$ cat src/rtl/instr_fetch_queue.sv
// Instruction fetch queue: show-ahead FIFO between the instruction source and
// decode. Each accepted instruction is tagged with its fetch PC. A flush
// empties the queue and reloads the fetch PC for a redirect.
module instr_fetch_queue #(
   parameter int          DEPTH    = 4,
   parameter logic [31:0] RESET_PC = 32'h0000_0000,
   parameter logic [31:0] NOP      = 32'h0000_0000
) (
   input  logic                     clk,
   input  logic                     reset,
   input  logic [31:0]              instr_in,
   input  logic                     instr_valid,
   output logic                     instr_ready,
   output logic [31:0]              instr_out,
   output logic [31:0]              pc_out,
   output logic                     out_valid,
   input  logic                     out_ready,
   input  logic                     flush,
   input  logic [31:0]              flush_pc,
   output logic [$clog2(DEPTH):0]   count,
   output logic [31:0]              fetch_pc
);

   localparam int PW = $clog2(DEPTH);
   localparam int CW = PW + 1;
   localparam logic [CW-1:0] FULL = CW'(DEPTH);

   typedef struct packed {
      logic [31:0] instr;
      logic [31:0] pc;
   } entry_t;

   entry_t        mem [DEPTH];
   logic [PW-1:0] rd_ptr;
   logic [PW-1:0] wr_ptr;
   logic          enq;
   logic          deq;

   // Ready is held low during reset and flush; no full-bypass, so a full
   // queue refuses input even when the head leaves in the same cycle.
   assign instr_ready = !reset && !flush && (count < FULL);
   assign out_valid   = (count != '0);
   assign enq         = instr_valid && instr_ready;
   assign deq         = out_valid && out_ready && !flush;

   // Show-ahead head: the read-pointer entry is visible without latency.
   assign instr_out = out_valid ? mem[rd_ptr].instr : NOP;
   assign pc_out    = out_valid ? mem[rd_ptr].pc    : 32'h0;

   // Storage write; contents need no reset because count gates visibility.
   always_ff @(posedge clk) begin
      if (enq)
         mem[wr_ptr] <= {instr_in, fetch_pc};
   end

   // Pointers, occupancy and fetch PC; flush outranks enqueue and dequeue.
   always_ff @(posedge clk or posedge reset) begin
      if (reset) begin
         rd_ptr   <= '0;
         wr_ptr   <= '0;
         count    <= '0;
         fetch_pc <= RESET_PC;
      end else if (flush) begin
         rd_ptr   <= '0;
         wr_ptr   <= '0;
         count    <= '0;
         fetch_pc <= flush_pc;
      end else begin
         if (enq) begin
            wr_ptr   <= wr_ptr + PW'(1);
            fetch_pc <= fetch_pc + 32'd4;
         end
         if (deq)
            rd_ptr <= rd_ptr + PW'(1);
         case ({enq, deq})
            2'b10:   count <= count + CW'(1);
            2'b01:   count <= count - CW'(1);
            default: count <= count;
         endcase
      end
   end

endmodule

$ cat config.mk
export PLATFORM = sky130hd
export DESIGN_NAME = instr_fetch_queue
export DESIGN_NICKNAME = d
export VERILOG_FILES = /design/src/rtl/instr_fetch_queue.sv
export SDC_FILE = /design/constraint.sdc
export NUM_CORES = 1
export LEC_CHECK = 0
export CORE_ASPECT_RATIO = 0.75
export CORE_UTILIZATION = 49
export CTS_CLUSTER_DIAMETER = 40
export DETAILED_ROUTE_END_ITERATION = 8
export PLACE_DENSITY = 0.76
export SYNTH_ARGS = -nofsm -noshare
export SYNTH_HDL_FRONTEND = slang
export SYNTH_SLANG_ARGS = --single-unit
export TNS_END_PERCENT = 1
$ cat constraint.sdc
create_clock -name clk -period 3 [get_ports clk]
set_input_delay 0.6 -clock clk [delete_from_list [all_inputs] [get_ports clk]]
set_output_delay 0.6 -clock clk [all_outputs]
set_load 0.03 [all_outputs]
* Yosys cells after proc, flatten, opt, wreduce, memory -nomap -nowiden *
Memory sizes are Yosys's and may differ from the RTL's.
Index checks and enable logic that the tools add are counted.
Widths: inputs -> output; s select.

storage, ports and cells
  bits in registers = 39
  RAM bits = 256
  memories = 1

cells by class
  add/sub/neg operators = 5
  magnitude comparators = 1
  equality and inequality tests = 2
  mux-type cells = 12
  reductions and logical operators = 11

memories
  name  depth  width  read ports  clocked after memory_dff  write ports  RTL line  source
  mem   4      64     1           0                         1            33        entry_t mem [DEPTH];

operators with widths
  kind                   number
  $mux 32                4
  $add 32x3->32 const B  1
  $mux 2                 4
  $pmux 3 s2             1
  $reduce_bool 3->1      2
  $logic_and 1x1->1      5
  $add 2x1->2 const B    2
  $reduce_bool 2->1      2
  $add 3x1->3 const B    1
  $lt 3x3->1 const B     1
  $mux 3                 1
  $sub 3x1->3 const B    1
  $eq 2x1->1 const B     1
  $eq 2x2->1 const B     1
  $logic_not 1->1        2
  $mux 1                 2

* Logic depth before layout (Yosys ltp) *
  depth in word-level cells = 7
  mapped depth = 8

* Worst setup path before layout *
Ideal clock, no wire load.

  path type = input port to flip-flop
  start = input flush
  end = memory mem[0][0] in the netlist's numbering, enable pin
  arrival = 2996 ps
  required time = 2571 ps
  setup slack = -425 ps
  stages = 5
  buffers on the path = 3
  cells stage by stage = clkbuf_1 inv_1 clkbuf_1 clkbuf_1 and3_1

on the way
  word-level cells in the longest chain between the ends = 6

RTL lines
  item                            RTL line  source
  start, declared                 18        input logic flush,
  $logic_not 1->1                 41        assign instr_ready = !reset && !flush && (count < FULL);
  $logic_and 1x1->1 (2 in a row)  41
  $logic_and 1x1->1               43        assign enq = instr_valid && instr_ready;
  $mux 1                          52        if (enq)
  $mux 1 (not written as such)    53        mem[wr_ptr] <= {instr_in, fetch_pc};
  end, declared                   33

Every way passes these cells.

* Final worst setup path *
  start = register rd_ptr[0]
  end = output pc_out[24]

on the way
  word-level cells in the longest chain between the ends = 2

RTL lines
  item                    RTL line  source
  start, declared         34        logic [PW-1:0] rd_ptr;
  start signal, assigned  74        rd_ptr <= rd_ptr + PW'(1);
  $mem_v2 4x64            n/a
  $mux 32                 48        assign pc_out = out_valid ? mem[rd_ptr].pc : 32'h0;
  end, declared           15        output logic [31:0] pc_out,

Every way passes these cells.

==> impl_metrics.py <==
metrics = {
    "outcome": {
        "run_status": "completed",
    },
    "sta": {
        "final.min_clock_period_ns": 2.96,
        "report.final.hold_viol_count": 0,
        "finalSetupViolations": 0,
        "final.setup_skew_ns": 0.0139,
        "max_freq_mhz": 338,
        "period_share": 0.985,
        "setup_tns_ns": 0,
        "count_of_final_max_slew_check_failures": 0,
        "slew_headroom": 0.497,
        "setup_repair_after_global_routing_missed_its_margin": "true",
        "worst_slew_pin_slew_ns": 0.748,
    },
    "synthesis": {
        "yosys_warnings": 0,
        "async_reset_ff_frac": 0.132,
        "ys_seq_area_frac": 0.724,
        "unique_cell_type_count_in_the_yosys_netlist": 48,
        "synth.cell_area_um2": 12000,
        "ys_dominant_reg_cell": "edfxtp_1",
        "netlist_instances": 665,
        "synth_seq_cells": 295,
        "synth.net_count": 740,
        "synth_enable_flop_cells": 256,
        "synthDominantAreaCellType": "edfxtp_1",
        "portion_of_synthesized_cell_area_occupied_by_the_leading_cell_type": 0.643,
        "top_post_synthesis_cells_by_area": "edfxtp_1, mux4_2, dfrtp_1",
        "mean_instance_size_in_the_synthesized_netlist_um2": 18.0,
    },
    "layout": {
        "final_layout_size_suffix_gt1_frac": 0.204,
        "final_cells": 1230,
        "mostFrequentLayoutCell": "edfxtp_1",
        "antenna_cells": 0,
        "num-nets-final": 946,
        "syn_to_final_growth_pct": 30.6,
        "final_cell_mix": "edfxtp_1, clkdlybuf4s50_1, and2_1, mux4_2, dlygate4sd2_1",
    },
    "grt": {
        "grt.met1_usage": 0.331,
        "grt_antenna_before_repair": 1,
        "grt.busiest_layer": "met2",
        "grt_pass1_wl_um": 41800,
        "grt_use_met2": 0.346,
        "overflow": 0,
        "gr-usage-all-layers": 0.224,
        "first_global_vias": 7119,
        "grtUsageMet3": 0.0444,
        "grt_start_max_net_pins": 52,
    },
    "clock_network": {
        "clkLatencyLatePin_ns": 0.51,
        "cts-root-to-sink-buffers": 3,
        "clk_pin_slew_ns": 0.06,
        "clock_sink_count": 295,
        "root_buf_cell": "clkbuf_16",
        "maximum_level_of_the_cts_h_tree": 2,
        "numCtsBuffers": 37,
        "tritoncts": "built",
    },
    "power_and_ir_drop": {
        "ir_worst_vdd_v": 0.000415,
        "leakagePower_nw": 5.40,
        "power_density_nw_per_um2": 827,
    },
    "setup_path": {
        "worst_path_dominant_cell_family": "multiplexers",
        "worstSetupEndpointType": "output pin",
        "worstSetupStartpointType": "flop",
        "cp.buffers_inverters": 2,
        "slowest_stage": "mux4_2",
        "timing.critical_path.fanout_max": 13,
        "crit_type": "reg2out",
        "critical_path.cell_chain": "buf_12 > mux4_2 > and2_1 > clkdlybuf4s15_1",
        "cp.arrival_ns": 2.36,
        "crit_required_ns": 2.40,
        "timing.critical_path.slowest_cell_delay_ns": 0.57,
    },
    "placed_design": {
        "globalplace.congestion": 0.868,
        "numPortBuffers": 169,
        "numPlacedInstances": 1160,
        "hpwl_um": 16800,
    },
    "die": {
        "dieHeight_um": 137,
        "die-area_um2": 25000,
        "initial_core_util": 0.499,
        "core_area_um2": 24000,
        "io_pins": 170,
        "std_cell_rows": 49,
        "die_x_um": 182,
    },
    "detailed_routing": {
        "detail_route.wirelength_um": 27300,
        "post_drt_via_cell_ratio": 5.69,
        "drc": 0,
        "drt-wirelength-per-cell_um": 22.2,
        "detailedRoute.firstPassIterationCount": 5,
        "dr_total_vias": 6994,
        "drt.antenna.violating_nets": 0,
        "dr.first_iter.drc_count": 595,
    },
    "flow_run": {
        "cap_violations": 0,
    },
    "hold_path": {
        "hold_path_class": "in2reg",
    },
}
-- worst reg2reg max path: cells and delay by family (launching register included) --
family          cells  cell delay [ns]
buf+inv             1             0.17
flops               1             0.37
fa+ha+maj           1             0.45
simple gates        2             0.66
compound gates      2             0.79
-- per-layer routing --
layer / wire, um / up-vias / part of all wire
met1: 12400 / 3596 / 0.46
met4: 351 / 2 / 0.013
li1: - / 3088 / -
met3: 1750 / 34 / 0.064
met2: 12800 / 274 / 0.47
met5: 12 / - / 0.00044
-- through the flow --
step                power [W]  utilization  setup WS [ns]  hold WS, ns  cell area [um2]
CTS                    0.0130        0.651         0.0179        0.507            15600
detailed placement    0.00883        0.601          0.194        0.541            14400
floorplan             0.00712            -         -0.425        0.539            12000
global route           0.0134        0.652        -0.0111        0.555            15600
finish                 0.0129        0.652         0.0436        0.528            15600
global placement      0.00878        0.601          0.260        0.530            14400
-- area by class of cell --
type	count	area, um2
sequential	295	8670
fill	1723	8350
multi-input combinational	329	3150
timing repair buffer	202	2120
clock buffer	47	1040
tap	331	414
clock inverter	20	216
inverter	6	22.5
-- final timing paths --
path | cells past startpoint | slack (ns) | to | start
min reg2reg | 0 | 0.55 | mem[0][0] | fetch_pc[0]
min in group asynchronous | 2 | 0.66 | fetch_pc[15] | reset
max | 4 | 0.04 | pc_out[24] | rd_ptr[0]
min | 3 | 0.53 | fetch_pc[2] | flush
max in group asynchronous | 3 | 1.75 | rd_ptr[1] | reset
max reg2reg | 6 | 0.48 | count[2] | count[2]
-- state kept, by name (all words and copies together) (netlist names) --
register  cells
mem         256
rd_ptr        2
wr_ptr        2
count         3
fetch_pc     32
-- power breakdown --
| part | switching [W] | internal [W] | total (W) |
|---|---|---|---|
| sequential | 0.000187 | 0.00463 | 0.00481 |
| combinational | 0.00210 | 0.00159 | 0.00369 |
| clock | 0.00168 | 0.00274 | 0.00441 |
-- what timing repair did --
item                       in CTS  in global routing
hold buffers                    0                  0
resized for setup              57                 11
buffers inserted                2                  0
hold endpoints to repair        0                  0
gates cloned                    0                  1
setup endpoints to repair      57                  6
-- cell families after synthesis --
logic type | after synthesis | synth area share
buf+inv | 41 | 0.0146
fa+ha+maj | 6 | 0.00690
compound gates | 54 | 0.0304
flops | 295 | 0.724
mux | 68 | 0.124
xor+xnor | 13 | 0.00952
simple gates | 188 | 0.0903
-- cell usage after synthesis (4+ instances only) --
cell type / number
xnor2_1: 7
ha_1: 5
nand4_1: 9
a21oi_1: 4
nor2_1: 22
nand2_1: 32
o31ai_1: 9
edfxtp_1: 256
xor2_1: 6
nor3_1: 7
and2_1: 66
o21ai_0: 15
nor4_1: 7
buf_2: 5
mux4_2: 64
or4_1: 10
buf_1: 5
inv_1: 6
clkbuf_1: 23
dfrtp_1: 39
a31oi_1: 11
and4_1: 4
nand3_1: 10
or3_1: 4
and3_1: 5
Power figures use the tool's default switching activity.
==> RTL edit 1, RTL diff (config.mk and constraints unchanged) <==
Register the output `count` once more, with the module's reset; this adds one clock of latency there. The other outputs are not delayed to match.
--- a/src/rtl/instr_fetch_queue.sv
+++ b/src/rtl/instr_fetch_queue.sv
@@ -30,6 +30,8 @@
       logic [31:0] pc;
    } entry_t;
 
+   logic [$clog2(DEPTH):0] count_s0;
+
    entry_t        mem [DEPTH];
    logic [PW-1:0] rd_ptr;
    logic [PW-1:0] wr_ptr;
@@ -38,8 +40,8 @@
 
    // Ready is held low during reset and flush; no full-bypass, so a full
    // queue refuses input even when the head leaves in the same cycle.
-   assign instr_ready = !reset && !flush && (count < FULL);
-   assign out_valid   = (count != '0);
+   assign instr_ready = !reset && !flush && (count_s0 < FULL);
+   assign out_valid   = (count_s0 != '0);
    assign enq         = instr_valid && instr_ready;
    assign deq         = out_valid && out_ready && !flush;
 
@@ -58,12 +60,12 @@
       if (reset) begin
          rd_ptr   <= '0;
          wr_ptr   <= '0;
-         count    <= '0;
+         count_s0 <= '0;
          fetch_pc <= RESET_PC;
       end else if (flush) begin
          rd_ptr   <= '0;
          wr_ptr   <= '0;
-         count    <= '0;
+         count_s0 <= '0;
          fetch_pc <= flush_pc;
       end else begin
          if (enq) begin
@@ -73,10 +75,18 @@
          if (deq)
             rd_ptr <= rd_ptr + PW'(1);
          case ({enq, deq})
-            2'b10:   count <= count + CW'(1);
-            2'b01:   count <= count - CW'(1);
-            default: count <= count;
+            2'b10:   count_s0 <= count_s0 + CW'(1);
+            2'b01:   count_s0 <= count_s0 - CW'(1);
+            default: count_s0 <= count_s0;
          endcase
+      end
+   end
+
+   always_ff @(posedge clk or posedge reset) begin
+      if (reset) begin
+         count <= '0;
+      end else begin
+         count <= count_s0;
       end
    end
 
Check against the original RTL: not equivalent (a bounded check fails within 4 cycles, from zero or initial values and one cycle with reset high).
==> RTL edit 1 against the original RTL <==
- sequential cell count rose by 3
- design area fell by 3.6%
- total power grew 1.8%
- routed wire length down 7.8%
- synthesized area shrank 0.60%
- maximum frequency grew 0.34%
- core utilization fell by 0.85 points
- combinational power up 18%
- via count is 5.4% lower
- worst setup slack improved by 0.010 ns
- critical path type unchanged
- critical endpoint is now pc_out[5]
- largest cell class unchanged
==> RTL edit 1: results (changes against the original RTL) <==
[worst_setup_path]
slowest_delay_ns = 0.54  ; -0.03 ns
path_max_fanout = 23  ; +10
slowest_stage = dfrtp_4
cp_data_arrival_time_ns = 2.35
path_delay_family = flip-flops

[final_layout]
fillers = 1637  ; -5.0%
largestRegisters = mem: 256 flops, fetch_pc: 32 flops
nNetsFinal = 917  ; -3.1%
drive_above_1_share_pct = 22.5  ; +2.1 points
antennaDiodeCount = 0  ; unchanged

[sta]
skew_ns = 0.0131  ; -0.000808 ns
worst_slew_pin_slew_ns = 0.619  ; -0.129 ns

[pwr]
pg_clk_mw = 3.84  ; -13%
ir_worst_vdd_mv = 0.504  ; +21%
leakagePower_nw = 5.15  ; -4.6%
switchingPower_mw = 4.46  ; +12%
p_comb_mw = 4.37  ; +18%
p_per_area_nw_per_um2 = 873  ; +5.6%

[cts]
clk_latency_ns = 0.51  ; about the same
cts_made_buffers = 34  ; -8.1%
h-tree-depth = 2  ; unchanged
clk_pin_slew_ns = 0.06  ; about the same
clockBufferDepth = 3  ; unchanged
cts-root-buf = clkbuf_16
cts_setup_buffers = 0  ; -2

[detailed_routing]
initialDrtViolationCount = 549  ; -7.7%
firstDrtPassIters = 4  ; -1
routed_wl_um = 25200  ; -7.8%
vias = 6615  ; -5.4%
viasPerCell = 5.66  ; -0.40%

[logic_synthesis]
synth.top_cells.by_count = 256 x edfxtp_1, 65 x and2_1, 64 x mux4_2
synth.yosys.seq_area_share_pct = 73.5  ; +1.1 points
synth_area_leaders = edfxtp_1 65%, mux4_2 12%, dfrtp_1 8.8%, and2_1 3.4%, nand2_1 1.1%
yosysWarnings = 0  ; unchanged
synth.net_count = 724  ; -2.2%
synth_edf_count = 256  ; unchanged
async_flop_share_pct = 14.1  ; +0.87 points
ys_types = 37  ; -23%
synth_cells = 649  ; -2.4%

[global_routing]
antenna_found_initial = 0  ; -1
grt_usage_pct = 20.9  ; -1.5 points
grt_start_max_net_pins = 68  ; +31%
grt_pass1_wl_um = 38800  ; -7.1%
grt_pass1_vias = 6866  ; -3.6%

[placement]
dp_slack_ns = 0.0827  ; -0.111 ns
dp.cells = 1106  ; -4.7%
place_congestion = 0.882  ; +1.7%
placed_cell_area_um2 = 14200  ; -1.6%
io_buffers = 169  ; unchanged
hpwl_um = 15900  ; -5.0%

[worst_hold_path]
min_path_type = in2reg

[outcome]
status = complete, no violations

==> RTL edit 1: kinds of logic (layout without fill, tap and decap cells) <==
group / count (synthesis) / in the layout / synth area share, %
AO/OA/AOI/OAI: 34 / 34 / 1.67
flip-flops: 298 / 298 / 73.5
buffers and inverters: 39 / 258 / 1.28
multiplexers: 70 / 70 / 12.7
AND/OR/NAND/NOR: 174 / 174 / 8.13
adder cells (fa/ha/maj): 6 / 6 / 0.694
XOR/XNOR: 28 / 28 / 2.06
==> RTL edit 1: path summary, 6_finish.rpt <==
check | cells past startpoint | end | startpoint | slack, ns
max | 4 | pc_out[5] | rd_ptr[0] | 0.05
min | 3 | fetch_pc[2] | flush | 0.35
max reg2reg | 8 | count_s0[2] | count_s0[0] | 0.42
min reg2reg | 0 | count[1] | count_s0[1] | 0.48
max in group asynchronous | 4 | rd_ptr[0] | reset | 1.71
min in group asynchronous | 3 | count[2] | reset | 0.54
==> RTL edit 1: repair_timing <==
action / CTS / global route
hold buffers: 0 / 0
cloned: 0 / 0
endpoints found under the setup margin: 59 / 35
resized for setup: 76 / 70
==> RTL edit 1: routing by layer <==
layer / global-route usage (%) / routed length (µm)
met5: 0 / 0
met4: 4.95 / 324
met3: 4.44 / 1900
met2: 32.6 / 11700
met1: 30.4 / 11300
==> RTL edit 1: final cells by class <==
type / instances / area (µm²) / share of cell area [%]
Multi-Input combinational cell: 312 / 3020 / 20.1
Clock inverter: 23 / 180 / 1.20
Inverter: 6 / 22.5 / 0.150
Timing Repair Buffer: 190 / 1850 / 12.3
Tap cell: 300 / 375 / 2.49
Sequential cell: 298 / 8750 / 58.1
Clock buffer: 39 / 870 / 5.77
==> RTL edit 2, RTL diff (same flow settings) <==
Made on the original files. Change the parameter `DEPTH` from 4 to 8.
--- a/src/rtl/instr_fetch_queue.sv
+++ b/src/rtl/instr_fetch_queue.sv
@@ -2,7 +2,7 @@
 // decode. Each accepted instruction is tagged with its fetch PC. A flush
 // empties the queue and reloads the fetch PC for a redirect.
 module instr_fetch_queue #(
-   parameter int          DEPTH    = 4,
+   parameter int          DEPTH    = 8,
    parameter logic [31:0] RESET_PC = 32'h0000_0000,
    parameter logic [31:0] NOP      = 32'h0000_0000
 ) (
Ports: changed (resized count); port bits go from 170 to 171. No check against the original RTL was run, so the function may have changed too.
==> RTL edit 2 against the original RTL <==
- the flow now finishes with violations (setup timing)
- sequential share of layout area up 5.2 points
- total power up 77%
- routed wire length up 83%
- die area up 81%
- synthesized area up 82%
- register-to-register slack better by 0.10 ns
- sequential power up 84%
- non-clock buffer count up 65
- worst setup slack worse by 0.18 ns
- sequential cell count up 259
- global-route usage down 0.46 points
- maximum frequency down 5.9%
- design area up 73%
- largest cell class unchanged
==> RTL edit 2: results (changes against the original RTL) <==
[final_layout]
drive_above_1_share_pct = 29.6  ; +9.3 points
nNetsFinal = 1435  ; +52%
fillers = 2996  ; +74%
largestRegisters = mem: 512 flops, fetch_pc: 32 flops, count: 4 flops

[outcome]
violations = setup timing
status = complete, but fails checks

[logic_synthesis]
synth_cells = 1097  ; +65%
synth.yosys.seq_area_share_pct = 75.3  ; +2.8 points
ys_types = 44  ; -8.3%
synth.top_cells.by_count = 512 x edfxtp_1, 128 x mux4_2, 94 x nor2_1
synth_edf_count = 512  ; +100%
synth.net_count = 1171  ; +58%
synth_area_leaders = edfxtp_1 70%, mux4_2 13%, dfrtp_1 4.8%, mux2i_1 3.1%, nor2_1 1.6%
async_flop_share_pct = 7.58  ; -5.6 points

[sta]
slew_headroom_pct = 49.4  ; -0.27 points
timing.hold.ws_ns = 0.451  ; -0.0767 ns
skew_ns = 0.0281  ; +0.0142 ns
setup_viol_count_final = 34  ; +34
fin_ws_ns = -0.140  ; -0.184 ns
setup_tns_ns = -1.90  ; -1.90 ns

[pwr]
pwr-share-comb_pct = 32.1  ; +3.5 points
p_seq_mw = 8.87  ; +84%
leakagePower_nw = 8.75  ; +62%
ir_worst_vdd_mv = 0.685  ; +65%
internal-power_mw = 15.7  ; +76%

[worst_hold_path]
hold_end = rd_ptr[0]
min_path_cells = 2  ; -1

[worst_setup_path]
r2r_start = count[3]
slowest_delay_ns = 0.51  ; -0.06 ns
slowest_stage = dfrtp_4
rr_endpoint = fetch_pc[27]
ff2ff_setup_slack_ns = 0.58  ; +0.10 ns
reg2reg_depth = 4  ; -2
path_max_fanout = 7  ; -6
cp_data_arrival_time_ns = 2.54  ; +0.18 ns

[placement]
dp.cells = 1856  ; +60%
place_congestion = 0.826  ; -4.8%
placed_cell_area_um2 = 25000  ; +73%
hpwl_um = 28200  ; +68%
dp_slack_ns = 0.0176  ; -0.176 ns
io_buffers = 170  ; +0.59%

[detailed_routing]
viasPerCell = 5.90  ; +3.8%
firstDrtPassIters = 6  ; +1
initialDrtViolationCount = 1155  ; +94%
vias = 11700  ; +67%
routed_wl_um = 50100  ; +83%

[global_routing]
grt_pass1_vias = 11900  ; +68%
grt_start_max_net_pins = 55  ; +5.8%
grt_pass1_wl_um = 73400  ; +76%
grt_usage_pct = 21.9  ; -0.46 points

[cts]
cts_made_buffers = 54  ; +46%
clk_latency_ns = 0.59  ; +0.08 ns
post_cts_resized = 90  ; +58%

## RTL edit 2: cell types whose count changed in the layout (fill, tap and decap cells not counted), moves of 22 or more
cell and delta:
and2_1 -65, nor2_1 +60, dlygate4sd2_1 -48, edfxtp_1 +256
mux2i_1 +48, mux4_2 +64, buf_4 +56, buf_2 +22
## RTL edit 2: area by class of cell
class	instances	area, µm²	area share (%)
flip-flops and latches	554	16400	60.7
well taps	578	723	2.67
clock inverters	32	313	1.16
multi-input cells	474	5310	19.6
inverters	10	37.5	0.139
repair buffers	267	2820	10.4
clock buffers	67	1430	5.28
## RTL edit 2: worst max-delay path by stage
stage | from | end | slack [ns] | depth (start not counted)
final | rd_ptr[0] | pc_out[22] | -0.14 | 7
after global routing | rd_ptr[0] | pc_out[22] | -0.17 | 7
after CTS | rd_ptr[0] | pc_out[0] | -0.23 | 6
after detailed placement | instr_valid | fetch_pc[27] | 0.02 | 5
after global placement | instr_valid | mem[0][39] | 0.09 | 5
after floorplan | count[3] | mem[0][0] | -0.56 | 5
## RTL edit 2: layer usage
layer	track usage [%]	wire length (µm)	share of wire, %
met1	31.6	21300	43
met2	34.8	23900	48
met3	4.32	3750	7.5
met4	5.47	1070	2.1
met5	0	14	0.028
## RTL edit 2: worst register-to-register path, delay by kind of cell (launching register included)
kind	cells	cell delay [ns]
and+or+nand+nor	3	1.63
DFF	1	0.50
AOI/OAI and AO/OA	1	0.21
## RTL edit 2: kinds of logic (layout without fill, tap and decap cells)
family          Yosys count  in the layout  share of synthesized area, %
buf+inv                  69            376                          1.27
fa+ha+maj                 5              5                         0.287
xor+xnor                 17             17                         0.682
compound gates           51             51                          1.58
simple gates            203            203                          4.49
mux                     198            198                          16.4
flops                   554            554                          75.3
